--- config.mk ---
export PLATFORM = sky130hd
export DESIGN_NAME = aes_inv_key_schedule
export DESIGN_NICKNAME = d
export VERILOG_FILES = /design/src/rtl/aes_inv_key_schedule.sv
export SDC_FILE = /design/constraint.sdc
export NUM_CORES = 2
export LEC_CHECK = 0
export CORE_ASPECT_RATIO = 0.6
export CORE_UTILIZATION = 45
export CTS_CLUSTER_SIZE = 24
export DETAILED_ROUTE_END_ITERATION = 6
export PLACE_DENSITY_LB_ADDON = 0.2
export SETUP_SLACK_MARGIN = 0.05
export SLEW_MARGIN = 5
export SYNTH_ARGS = -nofsm -noshare
export SYNTH_HDL_FRONTEND = slang
export SYNTH_SLANG_ARGS = --single-unit
--- constraint.sdc ---
create_clock -name clk -period 41.7 [get_ports clk]
set_input_delay 8.34 -clock clk [delete_from_list [all_inputs] [get_ports clk]]
set_output_delay 8.34 -clock clk [all_outputs]
set_load 0.01 [all_outputs]
--- src/rtl/aes_inv_key_schedule.sv ---
// Iterative AES-128 key expansion: one round key per clock into a register file,
// read back by round index with one cycle of latency for the inverse key-add stage.
module aes_inv_key_schedule #(
  parameter int unsigned NR  = 10,
  parameter int unsigned RKW = 4
) (
  input  logic                 clk,
  input  logic                 reset,
  input  logic                 start,
  input  logic [15:0][7:0]     key_in,
  output logic                 busy,
  output logic                 key_valid,
  input  logic [RKW-1:0]       rd_round,
  output logic [15:0][7:0]     rd_key
);

  // Forward S-box, entry 0 in the most significant byte.
  localparam logic [2047:0] SboxTab = {
    128'h637c777bf26b6fc53001672bfed7ab76, 128'hca82c97dfa5947f0add4a2af9ca472c0,
    128'hb7fd9326363ff7cc34a5e5f171d83115, 128'h04c723c31896059a071280e2eb27b275,
    128'h09832c1a1b6e5aa0523bd6b329e32f84, 128'h53d100ed20fcb15b6acbbe394a4c58cf,
    128'hd0efaafb434d338545f9027f503c9fa8, 128'h51a3408f929d38f5bcb6da2110fff3d2,
    128'hcd0c13ec5f974417c4a77e3d645d1973, 128'h60814fdc222a908846eeb814de5e0bdb,
    128'he0323a0a4906245cc2d3ac629195e479, 128'he7c8376d8dd54ea96c56f4ea657aae08,
    128'hba78252e1ca6b4c6e8dd741f4bbd8b8a, 128'h703eb5664803f60e613557b986c11d9e,
    128'he1f8981169d98e949b1e87e9ce5528df, 128'h8ca1890dbfe6426841992d0fb054bb16
  };

  localparam logic [RKW-1:0] LastRound = RKW'(NR);

  typedef enum logic [1:0] {StIdle, StExpand, StReady} state_e;

  state_e            state_q, state_d;
  logic [RKW-1:0]    cnt_q;
  logic [15:0][7:0]  rk_q [NR+1];
  logic              load, step;
  logic [7:0]        rcon;
  logic [15:0][7:0]  prev_key, next_key;
  logic [31:0]       rot_w, sub_w;

  function automatic logic [7:0] sbox(input logic [7:0] b);
    // MSB index of entry b is 2047 - 8*b, i.e. {~b, 3'b111}.
    return SboxTab[{~b, 3'b111} -: 8];
  endfunction

  always_ff @(posedge clk) begin
    if (reset) state_q <= StIdle;
    else       state_q <= state_d;
  end

  always_comb begin
    state_d = state_q;
    unique case (state_q)
      StIdle:   if (start) state_d = StExpand;
      StExpand: if (cnt_q == LastRound) state_d = StReady;
      StReady:  if (start) state_d = StExpand;
      default:  state_d = StIdle;
    endcase
  end

  always_comb begin
    busy      = (state_q == StExpand);
    key_valid = (state_q == StReady);
    step      = (state_q == StExpand);
    load      = start && (state_q != StExpand);
  end

  always_comb begin
    rcon = 8'h00;
    case (cnt_q)
      RKW'(1):  rcon = 8'h01;
      RKW'(2):  rcon = 8'h02;
      RKW'(3):  rcon = 8'h04;
      RKW'(4):  rcon = 8'h08;
      RKW'(5):  rcon = 8'h10;
      RKW'(6):  rcon = 8'h20;
      RKW'(7):  rcon = 8'h40;
      RKW'(8):  rcon = 8'h80;
      RKW'(9):  rcon = 8'h1b;
      RKW'(10): rcon = 8'h36;
      default:  rcon = 8'h00;
    endcase
  end

  always_comb begin
    next_key = '0;
    prev_key = rk_q[cnt_q - RKW'(1)];
    rot_w    = {prev_key[3:0]};
    rot_w    = {rot_w[23:0], rot_w[31:24]};
    sub_w    = {sbox(rot_w[31:24]), sbox(rot_w[23:16]), sbox(rot_w[15:8]), sbox(rot_w[7:0])};
    next_key[15:12] = prev_key[15:12] ^ sub_w ^ {rcon, 24'h000000};
    next_key[11:8]  = prev_key[11:8] ^ next_key[15:12];
    next_key[7:4]   = prev_key[7:4] ^ next_key[11:8];
    next_key[3:0]   = prev_key[3:0] ^ next_key[7:4];
  end

  always_ff @(posedge clk) begin
    if (reset) begin
      cnt_q  <= '0;
      rd_key <= '0;
    end else begin
      if (load)      cnt_q <= RKW'(1);
      else if (step) cnt_q <= cnt_q + RKW'(1);
      rd_key <= (rd_round <= LastRound) ? rk_q[rd_round] : '0;
    end
  end

  // Key file is never cleared; reset only blocks writes.
  always_ff @(posedge clk) begin
    if (!reset) begin
      if (load)      rk_q[0]     <= key_in;
      else if (step) rk_q[cnt_q] <= next_key;
    end
  end

endmodule
==> results.cfg <==
[run_status]
outcome = complete, but fails checks
violations = DRC

[synth]
synth_xor_area_frac = 0.0202
yosysTopAreaCell = edfxtp_1
synth_area_per_cell_um2 = 12.3
synthAdderAreaFrac = 0.00907
syn-num-nets = 7288
synth_top_family_by_area = multiplexers
synth-simple-area-share = 0.0897
synthTopCellsByCount = edfxtp_1 (1408), nand2_1 (647), nor2_1 (560)
async_reset_ff_frac = 0
post-synth-top-count-cell = edfxtp_1
synth_top_flop_cell = edfxtp_1
synthCells = 7090
synth_compound_area_frac = 0.154
synth_cell_type_count = 118
synth_edf_count = 1408
syn_area_um2 = 86900
synth_warnings = 0
synthDominantCellAreaShare = 0.487
synth.top_cells.by_area = edfxtp_1 (49%), mux4_2 (13%), mux2i_1 (4.1%), a211oi_1 (3.6%), dfxtp_1 (3.1%)
synthMuxAreaShare = 0.171
synth_seq_cells = 1542
ys_seq_area_frac = 0.517

[route]
firstDrtPassIters = 7
drt_iter0_drc = 11400
viasPerCell = 7.01
drc = 3
dr_total_vias = 68700
post_drt_wl_per_cell_um = 35.1
postRouteWirelength_um = 345000
drtAntennaViolNets = 0

[placed_design]
place_congestion = 1.04
pre_cts_ws_ns = 27.92
place_hpwl_um = 219000
place_area_um2 = 92000
port-buffer-count = 264
place_inst = 9526

[sta]
fin_setup_tns_ns = 0
fin_ws_ns = 28.68
setup_viol = 0
worst_pin_slew_ns = 1.40
hold_viol_final = 0
period_share = 0.312
maxSlewHeadroom = 0.0597
hold_ws_ns = 0.573
fmax_ghz = 0.0768
maxSlewViolCount = 0
rsz0062_at_grt = no
skew_ns = 0.0872
min_period_ns = 13.02

[worst_setup_path]
critPathMaxStageDelay_ns = 0.86
end_kind = flip-flop
cp.buffers_inverters = 4
crit_family = buffers and inverters
crit_cells = 8
path_class = in2reg
cp.arrival_ns = 13.41
r2r_start = cnt_q[0]$_SDFFE_PP0P_
path_common_cell = buf_4
cp-endpoint = rk_q[6][12]$_DFFE_PP_
worstReg2RegEnd = rk_q[9][13]$_DFFE_PP_
r2r_cells = 19
crit_start = reset
crit_chain = clkdlybuf4s50_1 > nand2b_4 > buf_4 > buf_4 > buf_4 > nor4b_1 > a221oi_1 > o211ai_1
required_ns = 42.09
critPathLaunchType = input port
cp_max_fo = 64
r2r_slack_ns = 31.57
worst_path_max_delay_cell = clkdlybuf4s50_1

[floorplanning]
io-pin-count = 265
chipHeight_um = 342
die-area_um2 = 195000
core.rowCount = 124
die_x_um = 569
core_um2 = 191000
initial_core_util = 0.455

[clocking]
clk_pin_slew_worst_paths_ns = 0.07
insertion_delay_ns = 0.85
postCtsSetupBuffers = 0
clk_path_buf_depth = 4
cts_resized = 0
hold_buffers = 0
ctsRootBufferMaster = clkbuf_16
cts_tree = yes
cts_num_sinks = 1542
cts_buffers = 157
htreeDepth = 4

[global_route]
first_global_vias = 64400
grt.total_usage = 0.346
overflow = 0
grt_first_pass_wirelength_um = 486000
grt_max_degree = 115
grt_antenna_before_repair = 18

[power_and_ir_drop]
vdd_ir_drop_max_uv = 32.6
swShare = 0.385
p_comb_frac = 0.366
p_int_mw = 3.09
pwr-share-seq = 0.355
leakagePower_nw = 31.6
switchingPower_mw = 1.93
powerDensity_nw_per_um2 = 51.7
clkPwrFrac = 0.279

[cells_and_area]
final_layout_size_suffix_gt1_frac = 0.154
fillerInstances = 16500
area_growth_pct = 11.6
finalNonFillerCells = 9806
stdcell_area_um2 = 97000
nets = 7300

[min_path]
hold_class = reg2reg

[run]
maxCapViolCount = 0
tightest hold or removal path: cells and delay by family (launching register included):
kind             cells  cell delay [ns]
AND/OR/NAND/NOR      1             0.07
AO/OA/AOI/OAI        1             0.15
flip-flops           1             0.32
logic make-up after synthesis:
group                    Yosys count
AO/OA/AOI/OAI                   1970
AND/OR/NAND/NOR                 1763
flip-flops                      1542
multiplexers                     871
buffers and inverters            701
XOR/XNOR                         180
adder cells (fa/ha/maj)           63
sequential cells by signal, indices dropped and copies added, names as in the netlist:
signal   cells
state_q      2
rk_q      1408
cnt_q        4
rd_key     128
per-stage QoR:
stage,utilization,total power [mW]
floorplan,-,2.83
global placement,0.481,3.57
detailed placement,0.481,3.56
CTS,0.507,4.95
global route,0.507,5.14
finish,0.507,5.02
cells in the final DEF, fill, tap and decap left out, drive strengths merged, types with 18 or more instances in the layout:
cell type / count
o311ai: 52
a211o: 31
clkinv: 49
a31oi: 135
clkdlybuf4s50: 260
nor3: 89
xnor2: 123
nor2b: 139
nand3: 157
a311oi: 56
edfxtp: 1408
nand2: 651
nand4: 29
and2: 21
a211oi: 420
o211ai: 116
clkbuf: 214
and3: 20
mux2: 26
mux4: 487
inv: 47
xor2: 51
o31ai: 27
o21ai: 306
nor2: 564
ha: 63
o22ai: 25
o21a: 19
or3: 19
buf: 248
nand2b: 24
a21oi: 489
a221oi: 37
mux2i: 358
a2111oi: 22
dfxtp: 134
o2111ai: 18
o221ai: 24
a21o: 28
area by class of cell:
type / count / area [um2] / share of cell area
diodes: 2 / 5.00 / 0.0000516
repair buffers: 508 / 4640 / 0.0479
clock inverters: 64 / 583 / 0.00601
flip-flops and latches: 1542 / 45000 / 0.464
multi-input cells: 4847 / 39000 / 0.402
well taps: 2583 / 3230 / 0.0333
inverters: 46 / 175 / 0.00181
clock buffers: 214 / 4360 / 0.0449
metal layers:
metal / global-route usage / wire length, um / up-vias
li1: - / - / 28100
met2: 0.481 / 141000 / 5200
met1: 0.502 / 141000 / 34700
met3: 0.119 / 48700 / 697
met5: 0 / 75 / -
met4: 0.118 / 13500 / 12
power by group through the flow:
stage                     logic, mW  registers [mW]  clock network (mW)
after floorplan                1.02            1.81                   0
after global placement         1.76            1.81                   0
after detailed placement       1.75            1.81                   0
after CTS                      1.75            1.78                1.42
after global routing           1.89            1.78                1.47
final                          1.83            1.78                1.40
worst min path at each step:
stage / startpoint / to / slack (ns) / depth (start not counted)
2_1_floorplan: state_q[0]$_SDFFE_PP0P_ / state_q[0]$_SDFFE_PP0P_ / 0.53 / 2
3_3_place_gp: state_q[0]$_SDFFE_PP0P_ / state_q[0]$_SDFFE_PP0P_ / 0.55 / 2
3_5_place_dp: state_q[0]$_SDFFE_PP0P_ / state_q[0]$_SDFFE_PP0P_ / 0.56 / 2
4_1_cts: state_q[0]$_SDFFE_PP0P_ / state_q[0]$_SDFFE_PP0P_ / 0.57 / 2
5_1_grt: state_q[0]$_SDFFE_PP0P_ / state_q[0]$_SDFFE_PP0P_ / 0.60 / 2
6_report: state_q[0]$_SDFFE_PP0P_ / state_q[0]$_SDFFE_PP0P_ / 0.57 / 2
Note: power is estimated with default switching activity, not from simulation.
